$ cat src/rtl/card_dealer.sv
// card_dealer: requester side of the RNG next_int/rand_int handshake.
// Deals cards 1..DECK_SIZE without replacement. Values that are out of range
// or already dealt are redrawn. After MAX_RETRY consecutive rejections the
// dealer scans the dealt bitmap linearly, which keeps deal latency bounded.
//
// Ports
//   i_clock        system clock, all logic on posedge
//   i_reset_n      synchronous active-low reset
//   i_deal_req     request one card (sampled only in IDLE)
//   i_shuffle      return all cards to the deck, aborts a deal in progress
//   i_rand_int     RNG output value
//   o_next_int     one-cycle pulse asking the RNG for a new value
//   o_card         last dealt card, held until the next deal
//   o_card_valid   one-cycle pulse, o_card updated this cycle
//   o_busy         high in every state except IDLE
//   o_deck_empty   high when no cards are left
//   o_cards_left   number of undealt cards
//
// state | meaning
// IDLE  | waiting for a deal request
// PULSE | o_next_int high for this single cycle
// WAIT  | RNG latency; o_next_int held low
// CHECK | sample i_rand_int, accept or retry
// SCAN  | linear search of the bitmap for the first free card
module card_dealer #(
    parameter int DECK_SIZE = 52,
    parameter int RNG_LAT   = 2,
    parameter int MAX_RETRY = 8
) (
    input  logic        i_clock,
    input  logic        i_reset_n,
    input  logic        i_deal_req,
    input  logic        i_shuffle,
    input  logic [15:0] i_rand_int,
    output logic        o_next_int,
    output logic [5:0]  o_card,
    output logic        o_card_valid,
    output logic        o_busy,
    output logic        o_deck_empty,
    output logic [5:0]  o_cards_left
);

    typedef enum logic [2:0] {
        S_IDLE,
        S_PULSE,
        S_WAIT,
        S_CHECK,
        S_SCAN
    } state_t;

    localparam logic [5:0]  DECK_N     = 6'(DECK_SIZE);
    localparam logic [15:0] DECK_MAX   = 16'(DECK_SIZE);
    localparam logic [7:0]  LAT_LOAD   = 8'(RNG_LAT - 1);
    localparam logic [7:0]  RETRY_LAST = 8'(MAX_RETRY - 1);

    state_t      r_state;
    // Sized to the full 6-bit card space; bits above DECK_SIZE are never set.
    logic [63:0] r_dealt;
    logic [5:0]  r_cards_left;
    logic [5:0]  r_card;
    logic        r_card_valid;
    logic        r_next_int;
    logic [7:0]  r_wait_cnt;
    logic [7:0]  r_retry;
    logic [5:0]  r_idx;

    logic        w_in_range;
    logic [5:0]  w_rand_idx;
    logic        w_accept;

    // Any set bit in [15:6] makes the value exceed DECK_MAX, so the full-width
    // compare covers the upper bits as well.
    assign w_in_range = (i_rand_int != 16'd0) && (i_rand_int <= DECK_MAX);
    assign w_rand_idx = i_rand_int[5:0] - 6'd1;
    assign w_accept   = w_in_range && !r_dealt[w_rand_idx];

    always_ff @(posedge i_clock) begin
        if (!i_reset_n) begin
            r_state      <= S_IDLE;
            r_dealt      <= '0;
            r_cards_left <= DECK_N;
            r_card       <= '0;
            r_card_valid <= 1'b0;
            r_next_int   <= 1'b0;
            r_wait_cnt   <= '0;
            r_retry      <= '0;
            r_idx        <= '0;
        end else begin
            r_card_valid <= 1'b0;
            r_next_int   <= 1'b0;
            if (i_shuffle) begin
                // Takes priority over any accept in the same cycle.
                r_dealt      <= '0;
                r_cards_left <= DECK_N;
                r_state      <= S_IDLE;
            end else begin
                case (r_state)
                    S_IDLE: begin
                        if (i_deal_req && (r_cards_left != 6'd0)) begin
                            r_state    <= S_PULSE;
                            r_next_int <= 1'b1;
                            r_retry    <= '0;
                        end
                    end
                    S_PULSE: begin
                        r_state    <= S_WAIT;
                        r_wait_cnt <= LAT_LOAD;
                    end
                    S_WAIT: begin
                        if (r_wait_cnt == 8'd0) begin
                            r_state <= S_CHECK;
                        end else begin
                            r_wait_cnt <= r_wait_cnt - 8'd1;
                        end
                    end
                    S_CHECK: begin
                        if (w_accept) begin
                            r_dealt[w_rand_idx] <= 1'b1;
                            r_card              <= i_rand_int[5:0];
                            r_card_valid        <= 1'b1;
                            r_cards_left        <= r_cards_left - 6'd1;
                            r_state             <= S_IDLE;
                        end else if (r_retry == RETRY_LAST) begin
                            r_retry <= r_retry + 8'd1;
                            r_idx   <= '0;
                            r_state <= S_SCAN;
                        end else begin
                            r_retry    <= r_retry + 8'd1;
                            r_next_int <= 1'b1;
                            r_state    <= S_PULSE;
                        end
                    end
                    S_SCAN: begin
                        // cards_left > 0 on entry, so a free bit is always found.
                        if (!r_dealt[r_idx]) begin
                            r_dealt[r_idx] <= 1'b1;
                            r_card         <= r_idx + 6'd1;
                            r_card_valid   <= 1'b1;
                            r_cards_left   <= r_cards_left - 6'd1;
                            r_state        <= S_IDLE;
                        end else begin
                            r_idx <= r_idx + 6'd1;
                        end
                    end
                    default: r_state <= S_IDLE;
                endcase
            end
        end
    end

    assign o_next_int   = r_next_int;
    assign o_card       = r_card;
    assign o_card_valid = r_card_valid;
    assign o_busy       = (r_state != S_IDLE);
    assign o_deck_empty = (r_cards_left == 6'd0);
    assign o_cards_left = r_cards_left;

endmodule

$ cat config.mk
export PLATFORM = sky130hd
export DESIGN_NAME = card_dealer
export DESIGN_NICKNAME = d
export VERILOG_FILES = /design/src/rtl/card_dealer.sv
export SDC_FILE = /design/constraint.sdc
export NUM_CORES = 1
export LEC_CHECK = 0
export ABC_AREA = 1
export CAP_MARGIN = 30
export CORE_MARGIN = 5
export CORE_UTILIZATION = 40
export CTS_BUF_LIST = sky130_fd_sc_hd__clkbuf_8
export CTS_CLUSTER_SIZE = 40
export DETAILED_ROUTE_END_ITERATION = 7
export GPL_ROUTABILITY_DRIVEN = 0
export HOLD_SLACK_MARGIN = 0.1
export PLACE_DENSITY = 0.53
export SLEW_MARGIN = 10
export SYNTH_ARGS = -nofsm -noshare
export SYNTH_HDL_FRONTEND = slang
export SYNTH_SLANG_ARGS = --single-unit
$ cat constraint.sdc
create_clock -name i_clock -period 4.04 [get_ports i_clock]
set_input_delay 0.404 -clock i_clock [delete_from_list [all_inputs] [get_ports i_clock]]
set_output_delay 0.404 -clock i_clock [all_outputs]
set_load 0.005 [all_outputs]
* Word-level counts from Yosys, hierarchy flattened
Index checks and enable logic that the tools add are counted.
** Word-level totals
- Register bits :: 103
- Input port bits :: 20
- Output and inout bits :: 16
- Word-level logic and storage cells :: 97
** Cells by class
- $add $sub $neg :: 5
- Order comparisons :: 5
- Equality and inequality tests :: 13
- Mux-type cells :: 39
- Bitwise operators :: 4
- Reductions and logical operators :: 22
** Operators by type and width (count)
- $mux W64 :: 2
- $or A64 B64 Y64 :: 2
- $pmux W64 S2 :: 1
- $mux W6 :: 7
- $pmux W6 S2 :: 3
- $pmux W8 S2 :: 2
- $mux W8 :: 3
- $le A16 B6 Y1 const B :: 1
- $ne A2 B2 Y1 const B :: 8
- $reduce_bool A16 Y1 :: 1
- $mux W3 :: 5
- $pmux W3 S5 :: 1
- $lt A6 B7 Y1 const B :: 2
- $bmux W1 S6 :: 2
- $demux W1 S6 :: 2
- $ge A6 B1 Y1 const B :: 2
- $sub A6 B1 Y6 const B :: 2
- $mux W1 :: 9
- $reduce_and A3 Y1 :: 3
- $add A8 B1 Y8 const B :: 1
- $eq A8 B3 Y1 const B :: 1
- $logic_not A8 Y1 :: 1
- $reduce_and A4 Y1 :: 2
- $sub A8 B1 Y8 const B :: 1
- other kinds (15) :: 24

* Logic depth before layout (Yosys ltp)
- Depth after elaboration :: 8
- Gate-level depth with buffers :: 19
- Mapped depth without buffers :: 15

* Least setup slack after synthesis
OpenSTA, ideal clock, no wires.
- Path kind :: input to register
- Start point :: in i_rand_int[0]
- End point :: reg r_dealt[12]
- Setup time :: 0.139 ns
- Arrival :: 2.329 ns
- Required time :: 3.901 ns
- Path slack :: 1.571 ns
- Stages on the path :: 18
- Path buffers :: 5
- Cells stage by stage :: inv_1 > buf_2 > ha_1 > buf_4 > buf_1 > nand2_1 > nand2_1 > nand2_1 > nand3_1 > nand2_1 > nor2_1 > nor2_4 > nand3_4 > nand2_4 > buf_8 > buf_8 > nand2_2 > a21oi_2
** On the way
- Word-level cells in the longest chain between the ends :: 8
- Elaborated cells between the ends (all ways) :: 18
- Classes of those cells :: add/sub (1); order compare (3); eq/ne (1); mux (6); bitwise (1); reduce/logical (6)
** Ends and longest elaborated chain
- from (decl) :: RTL line 34 : input logic [15:0] i_rand_int,
- $sub A6 B1 Y6 :: RTL line 74 : assign w_rand_idx = i_rand_int[5:0] - 6'd1;
- $lt A6 B7 Y1 (not written as such) / $ge A6 B1 Y1 (equally long branches) :: RTL line 118 : r_dealt[w_rand_idx] <= 1'b1;
- $logic_and A1 B1 Y1 (not written as such) :: RTL line 118
- $mux W1 (not written as such) :: RTL line 118
- $demux W1 S6 :: RTL line 118
- $or A64 B64 Y64 (no source line)
- $mux W64 :: RTL line 117 : if (w_accept) begin
- $pmux W64 S2 :: RTL line 97 : case (r_state)
- to (signal assigned) :: RTL line 93 : r_dealt <= '0;
- to (signal, indexed assignment) :: RTL line 118
- to (signal, indexed assignment) :: RTL line 136 : r_dealt[r_idx] <= 1'b1;
- to (decl) :: RTL line 58 : logic [63:0] r_dealt;
Several ways; a longest one is shown, not always the timed one. The select of a mux whose other input is x is not followed.
A chain may end at the register's enable or synchronous reset.

* Final worst setup path
- Start point :: reg r_idx[0]
- End point :: reg r_dealt[63]
** On the way
- Word-level cells in the longest chain between the ends :: 7
- Elaborated cells between the ends (all ways) :: 12
- Classes of those cells :: order compare (2); eq/ne (1); mux (6); bitwise (1); reduce/logical (2)
** Ends and longest elaborated chain
- from (decl) :: RTL line 65 : logic [5:0] r_idx;
- from (signal assigned) :: RTL line 142 : r_idx <= r_idx + 6'd1;
- $lt A6 B7 Y1 (not written as such) / $ge A6 B1 Y1 (equally long branches) :: RTL line 136
- $logic_and A1 B1 Y1 (not written as such) :: RTL line 136
- $mux W1 (not written as such) :: RTL line 136
- $demux W1 S6 :: RTL line 136
- $or A64 B64 Y64 (no source line)
- $mux W64 :: RTL line 135 : if (!r_dealt[r_idx]) begin
- $pmux W64 S2 :: RTL line 97
Several ways; a longest one is shown, not always the timed one. The select of a mux whose other input is x is not followed.

==> results.py <==
metrics = {
    "synthesis": {
        "yosysSeqAreaShare": 0.3167,
        "synth_warnings": 0,
        "netlist_area_um2": 6511,
        "syn_area_per_cell_um2": 6.273,
        "syn_inst": 1038,
        "synth.distinct_cells": 42,
        "syn_nets": 1066,
        "synth_seq_cells": 103,
    },
    "clock_tree": {
        "hold_buffers": 0,
        "cts_buffer_depth": 2,
        "cts_tree": "done",
        "cts_root_buf": "clkbuf_8",
        "clk_pin_slew_ns": 0.10,
        "clock-sinks": 103,
        "numCtsBuffers": 9,
        "htreeDepth": 3,
        "postCtsSetupBuffers": 0,
        "cts_resized": 0,
        "insertion_delay_ns": 0.39,
    },
    "worst_setup_path": {
        "path_cells": "inv_2, o21ai_0, nand2_1, o21ai_1, nand2_1, nor2_2, nand3_4, nand2_4, buf_12, nand2_1, a21oi_1",
        "critical-path-top-delay-family": "simple AND/OR/NAND/NOR gates",
        "start_kind": "register",
        "crit_fanout": 56,
        "path_common_cell": "nand2_1",
        "worstSetupPathType": "reg2reg",
        "cp_num_buf_inv": 2,
        "crit_path_max_incr_delay_ns": 0.86,
        "cp.arrival_ns": 3.59,
        "worstPathRequired_ns": 4.35,
        "crit_path_end_kind": "register",
        "cpMaxStageDelayCell": "dfxtp_2",
        "rrSetupSlack_ns": 0.77,
    },
    "final_layout": {
        "ff_latch_area_um2": 2063,
        "instances_no_fill": 1276,
        "num-fill-cells": 1742,
        "final_common_cell": "nand2_1",
        "area_delta_synth_final_pct": 9.474,
        "nNetsFinal": 1084,
        "multiInputGateArea_um2": 3661,
        "layout_common_cells": "nand2_1 (323), inv_1 (127), dfxtp_1 (102), nor2_1 (84), a21oi_1 (84)",
        "drive_above_1_share": 0.06226,
        "diodes": 0,
    },
    "run_status": {
        "status": "complete, no violations",
    },
    "global_route": {
        "antenna_found_initial": 0,
        "grt_overflow": 0,
        "grt_max_degree": 58,
        "grt_pass1_vias": 6197,
        "grt_pass1_wl_um": 34050,
        "track_usage": 0.2327,
    },
    "die": {
        "initial_core_util": 0.4084,
        "die_area_um2": 18930,
        "die_h_um": 137.6,
        "fp.coreArea_um2": 15940,
        "die_w_um": 137.6,
        "ioPinCount": 36,
        "row_count": 46,
    },
    "timing": {
        "tightest_slew_ns": 0.7996,
        "slew_headroom": 0.4669,
        "rsz0062_at_grt": "no",
        "period_needed_ns": 3.275,
        "max_freq_mhz": 305.4,
        "period_share": 0.8106,
        "drv_slew": 0,
        "setup_viol": 0,
        "hold_viol_final": 0,
        "finalSetupTns_ns": 0,
        "finClkSkew_ns": 0.009527,
    },
    "pwr": {
        "ir_worst_vdd_mv": 0.1760,
        "powerDensity_nw_per_um2": 263.5,
        "leakage_nw": 2.604,
    },
    "route": {
        "drcViolationCount": 0,
        "drt_pass1_iterations": 5,
        "ant_nets": 0,
        "wl_per_cell_um": 16.66,
        "vias": 6821,
        "vias_per_cell": 5.346,
        "drtIter0Drc": 543,
        "routed_wl_um": 21260,
    },
    "placement": {
        "placed_cells": 1261,
        "dp_hpwl_um": 14740,
        "io_buffers": 35,
    },
    "worst_hold_path": {
        "min_path_type": "reg2reg",
    },
    "job": {
        "cap_violations": 0,
    },
}
## cell families after synthesis
group,count (synthesis),share of synthesized area
adders and majority gates,8,0.01537
DFF,103,0.3167
and+or+nand+nor,506,0.3253
xor gates and xnor gates,7,0.009416
buffers and inverters,174,0.1211
AOI/OAI and AO/OA,240,0.2121
## power breakdown
| part | internal (mW) | switching (mW) |
|---|---|---|
| logic | 0.0599 | 0.145 |
| registers | 1.02 | 0.00454 |
| clock network | 0.277 | 0.372 |
## synthesized netlist by cell type (all sizes together)
| cell type | n | share of area |
|---|---|---|
| nand2 | 336 | 0.20 |
| inv | 131 | 0.076 |
| dfxtp | 103 | 0.32 |
| a21oi | 94 | 0.078 |
| nor2 | 89 | 0.054 |
| o21ai | 62 | 0.048 |
| o22ai | 61 | 0.059 |
| nand3 | 47 | 0.041 |
| buf | 30 | 0.038 |
| nand4 | 14 | 0.013 |
| nor3 | 12 | 0.0092 |
| clkbuf | 11 | 0.0063 |
| o211ai | 11 | 0.013 |
| ha | 8 | 0.015 |
| xor2 | 4 | 0.0054 |
| nor4 | 3 | 0.0029 |
| o32ai | 3 | 0.0040 |
| xnor2 | 3 | 0.0040 |
| a211oi | 2 | 0.0031 |
| a22oi | 2 | 0.0023 |
| clkinv | 2 | 0.0012 |
| nand3b | 2 | 0.0023 |
| nor3b | 2 | 0.0023 |
| o21a | 2 | 0.0023 |
| a31oi | 1 | 0.00096 |
| o2111ai | 1 | 0.0013 |
| o31ai | 1 | 0.0012 |
| or2 | 1 | 0.00096 |
## worst reg2reg max path, cell delays in order (launching register included)
cell and delay [ns]:
dfxtp_2 0.86, inv_2 0.33, o21ai_0 0.32, nand2_1 0.08
o21ai_1 0.25, nand2_1 0.14, nor2_2 0.19, nand3_4 0.17
nand2_4 0.27, buf_12 0.32, nand2_1 0.14, a21oi_1 0.13
## through the flow
stage	util	hold slack, ns	power [mW]	setup WS (ns)	instance area, um2
floorplan	-	0.4307	1.176	1.571	6511
global placement	0.4359	0.4483	1.251	0.5937	6949
detailed placement	0.4359	0.4495	1.250	0.5277	6949
CTS	0.4471	0.4642	1.894	0.8530	7128
global route	0.4471	0.4828	1.960	0.5402	7128
finish	0.4471	0.4657	1.878	0.7652	7128
## registers in the layout, summed over array words and instances, names as in the netlist
name          cells
o_card            6
o_card_valid      1
o_cards_left      6
o_next_int        1
r_dealt          64
r_idx             6
r_retry           8
r_state           3
r_wait_cnt        8
## area by class of cell
cell class	instances	share of cell area
Multi-Input combinational cell	761	0.5136
Sequential cell	103	0.2895
Inverter	133	0.07004
Timing Repair Buffer	48	0.06389
Tap cell	216	0.03791
Clock buffer	9	0.01738
Clock inverter	6	0.007723
## worst paths after layout
kind                 start       endpoint  cells after the start
max               r_idx[0]    r_dealt[63]                     11
min          r_wait_cnt[0]  r_wait_cnt[0]                      1
max reg2reg       r_idx[0]    r_dealt[63]                     11
min reg2reg  r_wait_cnt[0]  r_wait_cnt[0]                      1
## metal layers
layer / global-route usage / routed length (um)
met1: 0.3206 / 9708
met3: 0.04967 / 1415
met5: 0 / 0
met2: 0.3566 / 9431
met4: 0.08703 / 705
Note: power is estimated with default switching activity, not from simulation.
